==> config.mk <==
export PLATFORM = sky130hd
export DESIGN_NAME = ap_ctrl_stream_task
export DESIGN_NICKNAME = d
export VERILOG_FILES = /design/src/rtl/ap_ctrl_stream_task.sv
export SDC_FILE = /design/constraint.sdc
export NUM_CORES = 1
export LEC_CHECK = 0
export CAP_MARGIN = 20
export CORE_UTILIZATION = 40
export CTS_CLUSTER_DIAMETER = 120
export DETAILED_ROUTE_END_ITERATION = 8
export GPL_TIMING_DRIVEN = 1
export PLACE_DENSITY_LB_ADDON = 0.15
export SLEW_MARGIN = 5
export SYNTH_ARGS = -nofsm -noshare
export SYNTH_HDL_FRONTEND = slang
export SYNTH_SLANG_ARGS = --single-unit
==> constraint.sdc <==
create_clock -name ap_clk -period 4.8 [get_ports ap_clk]
set_clock_uncertainty 0.1 [all_clocks]
set_input_delay 0.96 -clock ap_clk [delete_from_list [all_inputs] [get_ports ap_clk]]
set_output_delay 0.96 -clock ap_clk [all_outputs]
set_load 0.02 [all_outputs]
==> src/rtl/ap_ctrl_stream_task.sv <==
// ap_ctrl_stream_task
// Child-side responder for the ap_ctrl_hs start/ready/done/idle handshake.
// On an accepted ap_start it latches n and base, then writes n 64-bit words
// base, base+1, ... (modulo 2^64) into a downstream FIFO write port, and
// finally reports completion with ap_done.
//
// Optional feature: define AP_CTRL_STREAM_TASK_CONTINUE_EN to add the
// ap_continue input; ap_done is then held until ap_continue is seen.
// Without the macro, ap_done is a single-cycle pulse.

module ap_ctrl_stream_task (
  input  logic        ap_clk,
  input  logic        ap_rst_n,
  input  logic        ap_start,
  output logic        ap_ready,
  output logic        ap_done,
  output logic        ap_idle,
  input  logic [63:0] n,
  input  logic [63:0] base,
  output logic [63:0] dout,
  output logic        dout_write,
`ifdef AP_CTRL_STREAM_TASK_CONTINUE_EN
  input  logic        dout_full_n,
  input  logic        ap_continue
`else
  input  logic        dout_full_n
`endif
);

  typedef enum logic [1:0] {
    IDLE = 2'd0,
    RUN  = 2'd1,
    DONE = 2'd2
  } state_e;

  state_e      state_q;
  logic [63:0] n_q;
  logic [63:0] base_q;
  logic [63:0] idx_q;

  logic        in_idle;
  logic        in_run;
  logic        last_beat;
  logic        leave_done;

  // Decode the current state once; every output is a function of it.
  always_comb begin
    // NOTE: every always_comb output gets a default first, so no path can
    // leave it unassigned and infer a latch.
    in_idle    = 1'b0;
    in_run     = 1'b0;
    last_beat  = 1'b0;
    leave_done = 1'b0;
    case (state_q)
      IDLE: in_idle = 1'b1;
      RUN: begin
        in_run    = 1'b1;
        last_beat = (idx_q == n_q - 64'd1);
      end
      DONE: begin
`ifdef AP_CTRL_STREAM_TASK_CONTINUE_EN
        leave_done = ap_continue;
`else
        leave_done = 1'b1;
`endif
      end
      default: leave_done = 1'b1;
    endcase
  end

  // ap_ready is the only combinational handshake output; gating with
  // ap_rst_n keeps it low while reset is asserted even though state is IDLE.
  assign ap_ready   = ap_rst_n & ap_start & in_idle;
  assign ap_idle    = in_idle;
  assign ap_done    = (state_q == DONE);
  // dout_full_n reaches only the write strobe; stalls simply hold idx_q.
  assign dout_write = in_run & dout_full_n;
  // Sum wraps silently at 64 bits.
  assign dout       = base_q + idx_q;

  // Control FSM plus argument and beat-index registers.
  always_ff @(posedge ap_clk or negedge ap_rst_n) begin
    // NOTE: sequential state uses non-blocking assignments so every register
    // samples the pre-edge values; the async reset clears all state, which
    // abandons any partial stream without ever raising ap_done.
    if (!ap_rst_n) begin
      state_q <= IDLE;
      n_q     <= '0;
      base_q  <= '0;
      idx_q   <= '0;
    end else begin
      case (state_q)
        IDLE: begin
          if (ap_start) begin
            n_q    <= n;
            base_q <= base;
            idx_q  <= '0;
            state_q <= (n == 64'd0) ? DONE : RUN;
          end
        end
        RUN: begin
          if (dout_full_n) begin
            idx_q <= idx_q + 64'd1;
            if (last_beat) begin
              state_q <= DONE;
            end
          end
        end
        DONE: begin
          if (leave_done) begin
            state_q <= IDLE;
          end
        end
        default: state_q <= IDLE;
      endcase
    end
  end

endmodule

==> results of run 1 <==
==> synth_stat cells (all sizes together) (15+ instances only) <==
master  count  area share [%]
a21o       32             1.7
a21oi      94             3.3
and3       29             1.3
clkbuf     74             2.0
dfrtp     194              34
ha         65             5.7
inv        32            0.85
nand2     466              12
nand2b     15            0.66
nand3      51             1.8
nand4      41             1.8
nor2      134             3.6
nor3       48             1.7
nor4       46             2.1
o211ai     15            0.80
o21ai      70             2.5
o21bai     16            0.85
or3        31             1.4
xnor2      93             5.8
xor2       97             6.0
==> worst max-delay path, delay by kind of cell (launching register included) <==
family,cells,cell delay (ps)
AO/OA/AOI/OAI,7,1470
adder cells (fa/ha/maj),2,590
buffers and inverters,4,550
flip-flops,1,360
AND/OR/NAND/NOR,1,160
XOR/XNOR,1,140
==> cells by family after synthesis <==
kind of cell | Yosys count | synth area share (%)
flip-flops | 194 | 34.3
AND/OR/NAND/NOR | 933 | 30.4
XOR/XNOR | 190 | 11.7
AO/OA/AOI/OAI | 314 | 14.1
adder cells (fa/ha/maj) | 66 | 5.88
buffers and inverters | 113 | 3.12
multiplexers | 6 | 0.424
==> per-stage QoR <==
step	TNS, ps	utilization, %	cells	total power, uW	hold WS, ps
2_1_floorplan	0	-	1816	4310	352
3_3_place_gp	-638	50.4	2533	5680	368
3_5_place_dp	-1290	50.4	2533	5720	374
4_1_cts	-105	52.3	2567	7270	384
5_1_grt	-231	52.6	2569	7740	386
6_report	0	52.6	2569	7260	354
==> cell usage in the layout (no fill, tap or decap), types with 5 or more instances in the layout <==
master           netlist  routed
nand2_1              466     463
dfrtp_1              194     194
clkdlybuf4s50_1        0     159
buf_4                  0     151
nor2_1               134     134
xor2_1                97      97
xnor2_1               93      93
a21oi_1               94      92
ha_1                  65      60
o21ai_0               67      59
nand3_1               51      51
nor3_1                48      46
nor4_1                45      44
nand4_1               41      41
a21o_1                32      32
inv_1                 32      31
or3_1                 31      31
and3_1                29      29
clkbuf_16              0      17
o21bai_1              16      16
o211ai_1              15      15
nand2b_1              15      15
dlygate4sd2_1          0      15
nor2b_1               12      11
o21a_1                11      11
o21ai_1                3      11
or4_1                 11      11
or2_2                 10      10
clkbuf_2               0      10
a31oi_1               10       9
and2_1                 8       7
mux2i_1                6       6
a41oi_1                6       5
or3b_2                 5       5
and4_1                 5       5
clkinvlp_4             0       5
dlymetal6s2s_1         0       5
==> state kept, by name, summed over array words and instances (netlist names) <==
signal and count:
base_q 64, idx_q 64, n_q 64, state_q 2
==> power groups by stage <==
| stage | sequential [uW] | combinational, uW | clock (uW) |
|---|---|---|---|
| floorplan | 2320 | 2000 | 0 |
| global placement | 2460 | 3220 | 0 |
| detailed placement | 2470 | 3250 | 0 |
| CTS | 2440 | 3240 | 1590 |
| global route | 2500 | 3590 | 1650 |
| finish | 2440 | 3270 | 1550 |
==> layout make-up <==
cell class                 count  area (um^2)  share of cell area (%)
inverter                      32          120                   0.658
clock buffer                  18          429                    2.35
multi-input combinational   1509         9050                    49.6
tap                          455          569                    3.12
timing repair buffer         348         3050                    16.7
sequential                   194         4850                    26.6
clock inverter                13          185                    1.01
==> timing repair <==
| item | 4_1_cts | 5_1_grt |
|---|---|---|
| pin swaps | 7 | 6 |
| setup buffers | 3 | 3 |
| cloned | 0 | 0 |
| resized for setup | 85 | 52 |
| setup endpoints to repair | 38 | 34 |
==> routing by layer <==
| layer | global-route usage [%] | up-vias | routed length, um | share of wire, % |
|---|---|---|---|---|
| li1 | - | 6922 | - | - |
| met1 | 34.7 | 6671 | 21000 | 45 |
| met2 | 43.4 | 366 | 22200 | 48 |
| met3 | 2.93 | 64 | 1950 | 4.2 |
| met4 | 8.62 | 0 | 1240 | 2.7 |
| met5 | 0 | - | 0 | 0 |
==> worst paths after layout <==
kind / start / to / cells after the start
worst max-delay path: idx_q[0] / dout[60] / 15
worst min-delay path: ap_rst_n / base_q[24] / 1
worst max register to register: n_q[6] / state_q[0] / 9
worst min register to register: base_q[4] / base_q[4] / 2
max in group asynchronous: ap_rst_n / n_q[34] / 2
min in group ap_clk: base_q[4] / base_q[4] / 2
==> out/qor.yml, run 1 <==
grt:
  grt_first_pass_wirelength_um: 73700
  grt_usage_pct: 25.9
  antenna_found_initial: 0
  grt_pass1_vias: 13700
  grt_max_degree: 103
  grt-ovfl-total: 0
cells_and_area:
  stdcell_area_um2: 18300
  syn2layout_area_growth_pct: 28.9
  drive_gt1_share_pct: 11.8
  fin_nets: 2300
  nFillCells: 3424
  antenna_cells: 0
placement:
  placed_area_um2: 17500
  preCtsSetupSlack_ps: -370
  gp_congestion: 0.926
  numPortBuffers: 199
  hpwlAfterDp_um: 36300
pwr:
  p_sw_uw: 2920
  intPower_uw: 4330
  power_frac_comb_pct: 45.0
  clockPowerShare_pct: 21.3
  power_density_nw_per_um2: 397
  cellLeakagePower_uw: 0.00865
  power.share.switching_pct: 40.3
  p_seq_share_pct: 33.7
  ir_worst_vdd_v: 0.000382
setup_path:
  cp_data_required_time_ps: 3740
  setup.worst_path.class: "reg2out"
  path_max_fanout: 3
  crit_path_frequent_cell: "buf_4"
  crit_path_end_kind: "output port"
  start_kind: "flip-flop"
  worstPathCellList: "ha_2 > inv_2 > fa_2 > nor2b_4 > o2111ai_4 > a21bo_2 > a211oi_2 > buf_4 > o311ai_4 > a311oi_2 > buf_4 > o211ai_1 > a311o_1 > xnor2_1 > buf_4"
  r2r_slack_ps: 280
  worstPathArrival_ps: 3730
  critPathSlowestCell: "fa_2"
  critPathMaxStageDelay_ps: 390
cts:
  numCtsBuffers: 17
  clock_sinks: 194
  cts_hold_buf: 0
  cts_root_buffer: "clkbuf_16"
  clock_path_buffers: 2
  clkLatencyLatePin_ps: 450
  clk_pin_slew_ps: 70
  cts_tree: "built"
  h-tree-depth: 4
synthesis:
  syn_inst: 1816
  ys_warn_count: 0
  yosys_most_used_dff: "dfrtp_1"
  synthesis.area_um2: 14200
  syn_nets: 2014
  yosysUniqueCellTypes: 70
  avgSynthCellArea_um2: 7.80
  seq_area_frac_synth_pct: 34.3
  synth-async-reset-ratio_pct: 100
  yosys_register_bits: 194
  synth_edf_count: 0
timing:
  fin_ws_ps: 10.5
  worst_slew_pin_slew_ps: 962
  fmax_ghz: 0.209
  timing.final.crit_share_pct: 99.8
  grt_setup_unrepaired: "yes"
  fin_crit_ps: 4790
  max_slew_margin_pct: 35.9
  setup_viol: 0
  finalHoldViolations: 0
  slew_viol_final: 0
route:
  wl_per_cell_um: 18.1
  vias_per_cell: 5.46
  drc: 0
  first_iter_violations: 887
  postRouteWirelength_um: 46400
  drt-pass1-iter-count: 5
  num_vias: 14000
  drtAntennaViolNets: 0
die:
  start_util_pct: 40.8
  die-area_um2: 36200
  fp-row-count: 68
  pin_count: 200
  die_width_um: 190
  core_area_um2: 34700
  die_y_um: 190
status:
  outcome: "finished, final reports clean"
worst_hold_path:
  hold_path_class: "in2async"
job:
  cap_violations: 0
Note: power is estimated with default switching activity, not from simulation.
==> run 2, diff against run 1 <==
CELL_PAD_IN_SITES_DETAIL_PLACEMENT = 2   (was not set)
CELL_PAD_IN_SITES_GLOBAL_PLACEMENT = 2   (was not set)
CORE_UTILIZATION = 33   (was 40)
SETUP_SLACK_MARGIN = 0.02   (was not set)
==> out/qor.yml, run 2 (synthesized netlist as in run 1, its figures left out) <==
timing:
  fin_crit_ps: 4810  # +24.4 ps
  setup_viol: 1  # +1
  max_slew_margin_pct: 33.4  # -2.5 points
  fin_ws_ps: -14.0  # -24.4 ps
  slew_viol_final: 0  # unchanged
  worst_slew_pin_slew_ps: 999  # +37.2 ps
  finalHoldViolations: 0  # unchanged
  timing.final.crit_share_pct: 100  # +0.51 points
  fmax_ghz: 0.208  # -0.51%
  grt_setup_unrepaired: "yes"
cts:
  clkLatencyLatePin_ps: 500  # +50 ps
  cts_root_buffer: "clkbuf_16"
  clock_sinks: 194  # unchanged
  numCtsBuffers: 17  # unchanged
  clock_path_buffers: 2  # unchanged
  h-tree-depth: 4  # unchanged
  clk_pin_slew_ps: 80  # about the same
  cts_hold_buf: 0  # unchanged
  cts_tree: "built"
grt:
  grt_usage_pct: 27.6  # +1.7 points
  grt_first_pass_wirelength_um: 93300  # +27%
  grt_max_degree: 86  # -17%
  antenna_found_initial: 0  # unchanged
  grt-ovfl-total: 0  # unchanged
  grt_pass1_vias: 16700  # +22%
pwr:
  ir_worst_vdd_v: 0.000254  # -34%
  clockPowerShare_pct: 21.0  # -0.3 points
  finalPower_uw: 7660  # +5.6%
  p_sw_uw: 3260  # +12%
  cellLeakagePower_uw: 0.00898  # +3.8%
  power_frac_comb_pct: 46.7  # +1.7 points
  intPower_uw: 4400  # +1.5%
  power_density_nw_per_um2: 404  # +1.7%
  power.share.switching_pct: 42.6  # +2.3 points
  p_seq_share_pct: 32.3  # -1.4 points
die:
  die_y_um: 209  # +10%
  core_area_um2: 42100  # +21%
  start_util_pct: 33.6  # -7.2 points
  fp-row-count: 75  # +10%
  die_width_um: 209  # +10%
  pin_count: 200  # unchanged
  die-area_um2: 43800  # +21%
setup_path:
  critPathMaxStageDelay_ps: 380  # about the same
  path_max_fanout: 3  # unchanged
  worstPathArrival_ps: 3750  # +20 ps
  critPathSlowestCell: "dfrtp_1"
  worstPathCellList: "ha_2 > inv_2 > fa_2 > nor2b_4 > o2111ai_4 > a21bo_2 > a211oi_2 > buf_4 > o311ai_4 > a311oi_2 > buf_4 > o211ai_1 > a311o_1 > xnor2_1 > buf_4"
  start_kind: "flip-flop"
  setup.worst_path.class: "reg2out"
  crit_path_end_kind: "output port"
  crit_path_frequent_cell: "buf_4"
  cp_data_required_time_ps: 3740  # about the same
placement:
  numPortBuffers: 199  # unchanged
  hpwlAfterDp_um: 46900  # +29%
  gp_congestion: 0.905  # -2.3%
route:
  drt-pass1-iter-count: 4  # -1
  num_vias: 14800  # +5.6%
  first_iter_violations: 539  # -39%
  drc: 0  # unchanged
  vias_per_cell: 5.46  # about the same
  drtAntennaViolNets: 0  # unchanged
  wl_per_cell_um: 22.2  # +23%
  postRouteWirelength_um: 60200  # +30%
cells_and_area:
  final_common_cell: "nand2_1"
  fin_nets: 2358  # +2.5%
  largestRegisters: "base_q: 64 flops, idx_q: 64 flops, n_q: 64 flops"
  drive_gt1_share_pct: 15.6  # +3.7 points
  final_util_pct: 45.0  # -7.6 points
  final_cell_mix: "463 x nand2_1, 208 x buf_4, 194 x dfrtp_1, 155 x clkdlybuf4s50_1, 133 x nor2_1"
  nFillCells: 4755  # +39%
  syn2layout_area_growth_pct: 33.9
  antenna_cells: 0  # unchanged
status:
  violations: "setup timing"
  outcome: "finished with violations"
worst_hold_path:
  hold_path_class: "in2async"
job:
  cap_violations: 0  # unchanged
[run 2: cell count changes in the layout (fill, tap and decap cells not counted), sizes merged]
cell	delta
clkinvlp	-4
clkdlybuf4s15	-1
clkbuf	+3
bufinv	-1
clkdlybuf4s50	-4
clkinv	+4
dlygate4sd2	-5
buf	+64
inv	+3
[run 2: worst paths after layout]
kind                                  from         end  slack [ps]  depth (start not counted)
max in group asynchronous         ap_rst_n   idx_q[32]        2560                          3
worst max-delay path              idx_q[0]    dout[60]         -10                         15
worst min register to register  base_q[57]  base_q[57]         390                          2
worst max register to register      n_q[6]  state_q[0]         210                          9
worst min-delay path              ap_rst_n   idx_q[17]         250                          1
min in group ap_clk             base_q[57]  base_q[57]         390                          2
[run 2: critical path, delay by kind of cell, from the launching register on]
| family | cells | cell delay [ps] |
|---|---|---|
| fa+ha+maj | 2 | 570 |
| xor+xnor | 1 | 140 |
| simple gates | 1 | 160 |
| flops | 1 | 380 |
| compound gates | 7 | 1450 |
| buf+inv | 4 | 570 |
[run 2: per-layer routing]
metal	vias up	GRT usage, %	wire length (um)
met5	-	0	0
met2	215	51.8	32000
met4	0	9.20	1330
li1	7026	-	-
met1	7509	31.9	25500
met3	65	3.73	1410
[run 2: cell type report]
cell class	instances	area (um^2)	share of cell area, %
clock buffer	17	425	2.24
clock inverter	15	198	1.04
inverter	32	120	0.633
multi-input combinational	1509	9220	48.6
sequential	194	4850	25.6
tap	539	674	3.56
timing repair buffer	406	3470	18.3
[run 2: power groups by stage]
stage	clock (uW)	sequential [uW]	combinational, uW
after floorplan	0	2320	2000
after global placement	0	2470	3410
after detailed placement	0	2490	3540
after CTS	1660	2470	3560
after global routing	1700	2530	3890
final	1610	2480	3580
[run 2: stage by stage]
| step | cells | hold slack, ps | worst slack [ps] | setup TNS, ps | area [um^2] |
|---|---|---|---|---|---|
| finish | 2712 | 249 | -14.0 | -14.0 | 19000 |
| global route | 2712 | 244 | -153 | -507 | 19000 |
| CTS | 2707 | 218 | -154 | -189 | 18800 |
| detailed placement | 2671 | 374 | -447 | -2010 | 18000 |
| global placement | 2671 | 372 | -317 | -1110 | 18000 |
| floorplan | 1816 | 352 | 467 | 0 | 14200 |
[run 2: timing repair]
action	in CTS	in global routing
buffers inserted	4	6
gates resized for setup	123	83
endpoints found under the setup margin	45	41
pin swaps	9	19
